[config.mk]
export PLATFORM = sky130hd
export DESIGN_NAME = euler_packet_tx
export DESIGN_NICKNAME = d
export VERILOG_FILES = /design/src/rtl/euler_packet_tx.sv
export SDC_FILE = /design/constraint.sdc
export NUM_CORES = 1
export LEC_CHECK = 0
export ABC_AREA = 1
export BUFFER_PORTS_ARGS = -buffer_cell sky130_fd_sc_hd__buf_2
export CORE_MARGIN = 3
export CORE_UTILIZATION = 35
export CTS_BUF_LIST = sky130_fd_sc_hd__clkbuf_8
export DETAILED_ROUTE_END_ITERATION = 12
export GPL_TIMING_DRIVEN = 0
export PLACE_DENSITY_LB_ADDON = 0.2
export SYNTH_ARGS = -nofsm -noshare
export SYNTH_HDL_FRONTEND = slang
export SYNTH_SLANG_ARGS = --single-unit
[constraint.sdc]
create_clock -name i_clk -period 3.9 [get_ports i_clk]
set_clock_uncertainty 0.2 [all_clocks]
set_input_delay 0.39 -clock i_clk [delete_from_list [all_inputs] [get_ports i_clk]]
set_output_delay 0.39 -clock i_clk [all_outputs]
set_load 0.05 [all_outputs]
[src/rtl/euler_packet_tx.sv]
// Frames roll/pitch samples into 8-byte checksummed packets and hands them to
// a UART one byte at a time. Packet starts are rate-limited by an idle-gap counter.
module euler_packet_tx #(
  parameter int         GAP_CLKS   = 2500000,
  parameter logic [7:0] START_BYTE = 8'hAA,
  parameter logic [7:0] END_BYTE   = 8'h55
) (
  input  logic        i_clk,
  input  logic        i_rst,
  input  logic        i_sample_valid,
  input  logic [15:0] i_roll,
  input  logic [15:0] i_pitch,
  output logic        o_tx_dv,
  output logic [7:0]  o_tx_byte,
  input  logic        i_tx_done,
  output logic        o_busy,
  output logic [7:0]  o_seq,
  output logic [7:0]  o_drop_count
);

  localparam int GAP_W = (GAP_CLKS < 2) ? 1 : $clog2(GAP_CLKS + 1);
  localparam logic [GAP_W-1:0] GAP_MAX = GAP_W'(GAP_CLKS);

  typedef enum logic [1:0] {
    ST_IDLE,
    ST_SEND,
    ST_WAIT
  } state_t;

  state_t state_reg, state_next;
  logic [2:0]       idx_reg, idx_next;
  logic             tx_dv_reg, tx_dv_next;
  logic [7:0]       tx_byte_reg, tx_byte_next;
  logic             busy_reg, busy_next;

  logic [15:0]      hold_roll_reg, hold_pitch_reg;
  logic             pending_reg;
  logic [GAP_W-1:0] gap_reg;
  logic [7:0]       seq_reg;
  logic [7:0]       drop_reg;
  logic [7:0]       pkt_seq_reg;
  logic [15:0]      pkt_roll_reg, pkt_pitch_reg;

  logic gap_ok;
  logic start;
  logic pkt_done;

  assign gap_ok   = (gap_reg == GAP_MAX);
  assign start    = (state_reg == ST_IDLE) && pending_reg && gap_ok;
  assign pkt_done = (state_reg == ST_WAIT) && i_tx_done && (idx_reg == 3'd7);

  // Payload bytes in wire order; the checksum is a running XOR over them.
  logic [7:0] payload     [5];
  logic [7:0] chk_chain   [6];
  logic [7:0] frame_bytes [8];

  assign payload[0] = pkt_seq_reg;
  assign payload[1] = pkt_roll_reg[7:0];
  assign payload[2] = pkt_roll_reg[15:8];
  assign payload[3] = pkt_pitch_reg[7:0];
  assign payload[4] = pkt_pitch_reg[15:8];

  assign chk_chain[0] = 8'h00;

  genvar gi;
  generate
    for (gi = 0; gi < 5; gi++) begin : g_payload
      assign chk_chain[gi+1]   = chk_chain[gi] ^ payload[gi];
      assign frame_bytes[gi+1] = payload[gi];
    end
  endgenerate

  assign frame_bytes[0] = START_BYTE;
  assign frame_bytes[6] = chk_chain[5];
  assign frame_bytes[7] = END_BYTE;

  always_ff @(posedge i_clk) begin
    if (i_rst) begin
      state_reg   <= ST_IDLE;
      idx_reg     <= 3'd0;
      tx_dv_reg   <= 1'b0;
      tx_byte_reg <= 8'h00;
      busy_reg    <= 1'b0;
    end else begin
      state_reg   <= state_next;
      idx_reg     <= idx_next;
      tx_dv_reg   <= tx_dv_next;
      tx_byte_reg <= tx_byte_next;
      busy_reg    <= busy_next;
    end
  end

  // Outputs are registered from next-state values. Byte 0 is strobed straight
  // out of IDLE so it appears the cycle after the start condition; SEND then
  // issues each later byte one cycle after the WAIT->SEND step.
  always_comb begin
    state_next   = state_reg;
    idx_next     = idx_reg;
    tx_dv_next   = 1'b0;
    tx_byte_next = tx_byte_reg;
    busy_next    = busy_reg;
    case (state_reg)
      ST_IDLE: begin
        if (start) begin
          state_next   = ST_WAIT;
          idx_next     = 3'd0;
          tx_dv_next   = 1'b1;
          tx_byte_next = START_BYTE;
          busy_next    = 1'b1;
        end
      end
      ST_SEND: begin
        tx_dv_next   = 1'b1;
        tx_byte_next = frame_bytes[idx_reg];
        state_next   = ST_WAIT;
      end
      ST_WAIT: begin
        if (i_tx_done) begin
          if (idx_reg == 3'd7) begin
            state_next = ST_IDLE;
            busy_next  = 1'b0;
          end else begin
            idx_next   = idx_reg + 3'd1;
            state_next = ST_SEND;
          end
        end
      end
      default: state_next = ST_IDLE;
    endcase
  end

  // Sample holding, overrun accounting, gap timing and packet snapshot.
  always_ff @(posedge i_clk) begin
    if (i_rst) begin
      hold_roll_reg  <= 16'h0000;
      hold_pitch_reg <= 16'h0000;
      pending_reg    <= 1'b0;
      gap_reg        <= '0;
      seq_reg        <= 8'h00;
      drop_reg       <= 8'h00;
      pkt_seq_reg    <= 8'h00;
      pkt_roll_reg   <= 16'h0000;
      pkt_pitch_reg  <= 16'h0000;
    end else begin
      if (i_sample_valid) begin
        hold_roll_reg  <= i_roll;
        hold_pitch_reg <= i_pitch;
        pending_reg    <= 1'b1;
      end else if (start) begin
        pending_reg <= 1'b0;
      end

      // A sample landing on the start cycle replaces nothing in flight, so it is not a drop.
      if (i_sample_valid && pending_reg && !start && (drop_reg != 8'hFF)) begin
        drop_reg <= drop_reg + 8'd1;
      end

      if (pkt_done) begin
        gap_reg <= '0;
      end else if (!gap_ok) begin
        gap_reg <= gap_reg + 1'b1;
      end

      if (pkt_done) begin
        seq_reg <= seq_reg + 8'd1;
      end

      if (start) begin
        pkt_seq_reg   <= seq_reg;
        pkt_roll_reg  <= hold_roll_reg;
        pkt_pitch_reg <= hold_pitch_reg;
      end
    end
  end

  assign o_tx_dv      = tx_dv_reg;
  assign o_tx_byte    = tx_byte_reg;
  assign o_busy       = busy_reg;
  assign o_seq        = seq_reg;
  assign o_drop_count = drop_reg;

endmodule

==> flow_summary.ini <==
[routing]
ant_nets = 0
vias_per_cell = 4.72
drc = 0
wl_mm = 16.1
first_pass_iters = 5
dr.first_iter.drc_count = 309
wire_per_inst_um = 13.5
vias = 5623

[final_layout]
final_cell_mix = nand2_1 (193), dfxtp_1 (126), nor2_1 (106)
layout_commonest_cell = nand2_1
final_net_count = 1003
final_cells = 1191
area_growth_pct = 21.1
largest_reg_flops = 22
postLayoutCoreUtil_pct = 43.6
drive_gt1_share_pct = 14.4
antennaDiodeCount = 0

[die]
start_util_pct = 36.0
pin_count = 62
coreArea_mm2 = 0.0166
dieWidth_um = 137
die_y_um = 137
row_count = 47
dieArea_mm2 = 0.0187

[power_and_ir_drop]
p_per_area_mw_per_mm2 = 356
p_comb_share_pct = 5.1
pwr-share-seq_pct = 51.6
leakage_nw = 2.79
p_switching_mw = 0.590
p_total_mw = 2.58
switching_share_pct = 22.9
p_int_mw = 1.99
clkPwrFrac_pct = 43.3
max-vdd-ir-drop_v = 0.000205

[synth]
synth.avg_cell_area_um2 = 7.04
syn_inst = 851
yosys_warnings = 0
synth.cell_area_mm2 = 0.00599
ys_ff_latch = 126
ys_seq_area_share_pct = 42.1
yosysTopAreaCell = dfxtp_1
synthTopCellsByArea = dfxtp_1 (42%), nand2_1 (12%), a21oi_1 (8.4%)
yosysTopAreaCellShare_pct = 42.1
synth_cell_types = 33
syn_nets = 893

[clock_tree]
cts_tree = yes
clock-root-buffer = clkbuf_8
clk_latency_ns = 0.44
cts_buffer_depth = 2
clock-sinks = 126
cts_resized = 0
clk_pin_slew_ns = 0.07
cts_htree_levels = 4
cts_buffers = 17

[timing]
max_slew_margin_pct = 50.7
setup_viol = 0
fin_setup_tns_ns = 0
min_period_ns = 2.12
hold_violations = 0
rsz0062_at_grt = false
post-route-period-util_pct = 54.4
slew_violations = 0
hold_slack_ns = 0.0445
clock.fmax_ghz = 0.471
worstMarginPinSlew_ns = 0.740

[worst_setup_path]
worstSetupStartpointType = flop
cp-end-kind = flop
r2r_cells = 8
crit_required_ns = 3.99
crit_arrival_ns = 2.21
crit_fanout = 10
critPathKind = reg -> reg

[place]
dp.cells = 1132
dp_hpwl_mm = 11.5
portBuffers = 61
place_congestion = 0.854

[worst_hold_path]
min_path_cells = 3
hp-class = in -> reg

[global_route]
grt_util_all_layers_pct = 17.8
grt-ovfl-total = 0
antenna_found_initial = 0
grt_pass1_wl_mm = 26.0
grt_pass1_vias = 5238
grt_max_degree = 17

[flow_run]
cap_violations = 0

[run_status]
status = completed
-- Yosys cell counts --
| library cell | n |
|---|---|
| nand2_1 | 193 |
| dfxtp_1 | 126 |
| nor2_1 | 106 |
| a21oi_1 | 101 |
| o21ai_0 | 78 |
| inv_1 | 66 |
| nand3_1 | 26 |
| clkbuf_1 | 24 |
| nand4_1 | 18 |
| xnor2_1 | 15 |
| xor2_1 | 13 |
| nand2_2 | 11 |
| a21oi_2 | 10 |
| inv_2 | 8 |
| nor2_2 | 7 |
| ha_1 | 6 |
| clkinv_1 | 5 |
| nor3_1 | 5 |
| buf_6 | 4 |
| nor3_2 | 4 |
| o21bai_1 | 4 |
| o221ai_1 | 4 |
| buf_2 | 3 |
| nand3_2 | 3 |
| nor4_1 | 3 |
| nand3b_1 | 1 |
| nor2_4 | 1 |
| nor3b_1 | 1 |
| o21a_1 | 1 |
| o21ai_1 | 1 |
| o31ai_1 | 1 |
| or2_0 | 1 |
| or2_2 | 1 |
-- power groups by stage --
stage | clock [mW] | combinational, mW | sequential (mW)
final | 1.12 | 0.131 | 1.33
after global routing | 1.21 | 0.148 | 1.33
after CTS | 1.16 | 0.132 | 1.33
after detailed placement | 0 | 0.108 | 1.36
after global placement | 0 | 0.108 | 1.36
after floorplan | 0 | 0.0623 | 1.36
-- final timing paths --
kind	from	endpoint	slack, ns
min	i_pitch[15]	hold_pitch_reg[15]	0.04
max	gap_reg[1]	o_drop_count[5]	1.78
min reg2reg	hold_pitch_reg[15]	pkt_pitch_reg[15]	0.25
max reg2reg	gap_reg[1]	o_drop_count[5]	1.78
-- logic make-up (layout without fill, tap and decap cells) --
family | after synthesis | in the layout | share of synthesized area [%]
XOR/XNOR | 28 | 28 | 4.10
buffers and inverters | 110 | 230 | 7.46
adder cells (fa/ha/maj) | 6 | 6 | 1.25
AO/OA/AOI/OAI | 200 | 200 | 17.8
flip-flops | 126 | 126 | 42.1
AND/OR/NAND/NOR | 381 | 381 | 27.2
-- what timing repair did --
| item | in CTS | in global routing |
|---|---|---|
| endpoints found under the setup margin | 0 | 0 |
| setup buffers | 0 | 0 |
| hold buffers | 30 | 0 |
| endpoints found under the hold margin | 30 | 0 |
-- final cells by class --
| cell class | instances | area, µm² |
|---|---|---|
| well taps | 220 | 275 |
| plain buffers | 31 | 150 |
| clock inverters | 8 | 92.6 |
| repair buffers | 91 | 606 |
| inverters | 79 | 297 |
| flip-flops and latches | 126 | 2520 |
| clock buffers | 21 | 289 |
| fillers | 1731 | 9390 |
| multi-input cells | 615 | 3020 |
-- critical path, stage by stage, from the launching register on --
cell and delay (ns):
dfxtp_1 0.33, inv_1 0.11, ha_1 0.19, nand4_1 0.12, nor2_2 0.19, nand3_2 0.26, clkbuf_1 0.35, nand4_1 0.15
a21oi_1 0.08
-- per-layer routing --
layer | track usage [%] | share of wire [%]
met2 | 30.0 | 47
met3 | 3.71 | 3.8
met4 | 4.82 | 0.85
met1 | 23.2 | 48
met5 | 0 | 0
-- through the flow --
step / setup slack (ns) / instance area (µm²)
4_1_cts: 1.74 / 7250
6_report: 1.78 / 7250
3_3_place_gp: 1.75 / 6570
2_1_floorplan: 1.81 / 5990
5_1_grt: 1.52 / 7250
3_5_place_dp: 1.76 / 6570
Note: power is estimated with default switching activity, not from simulation.
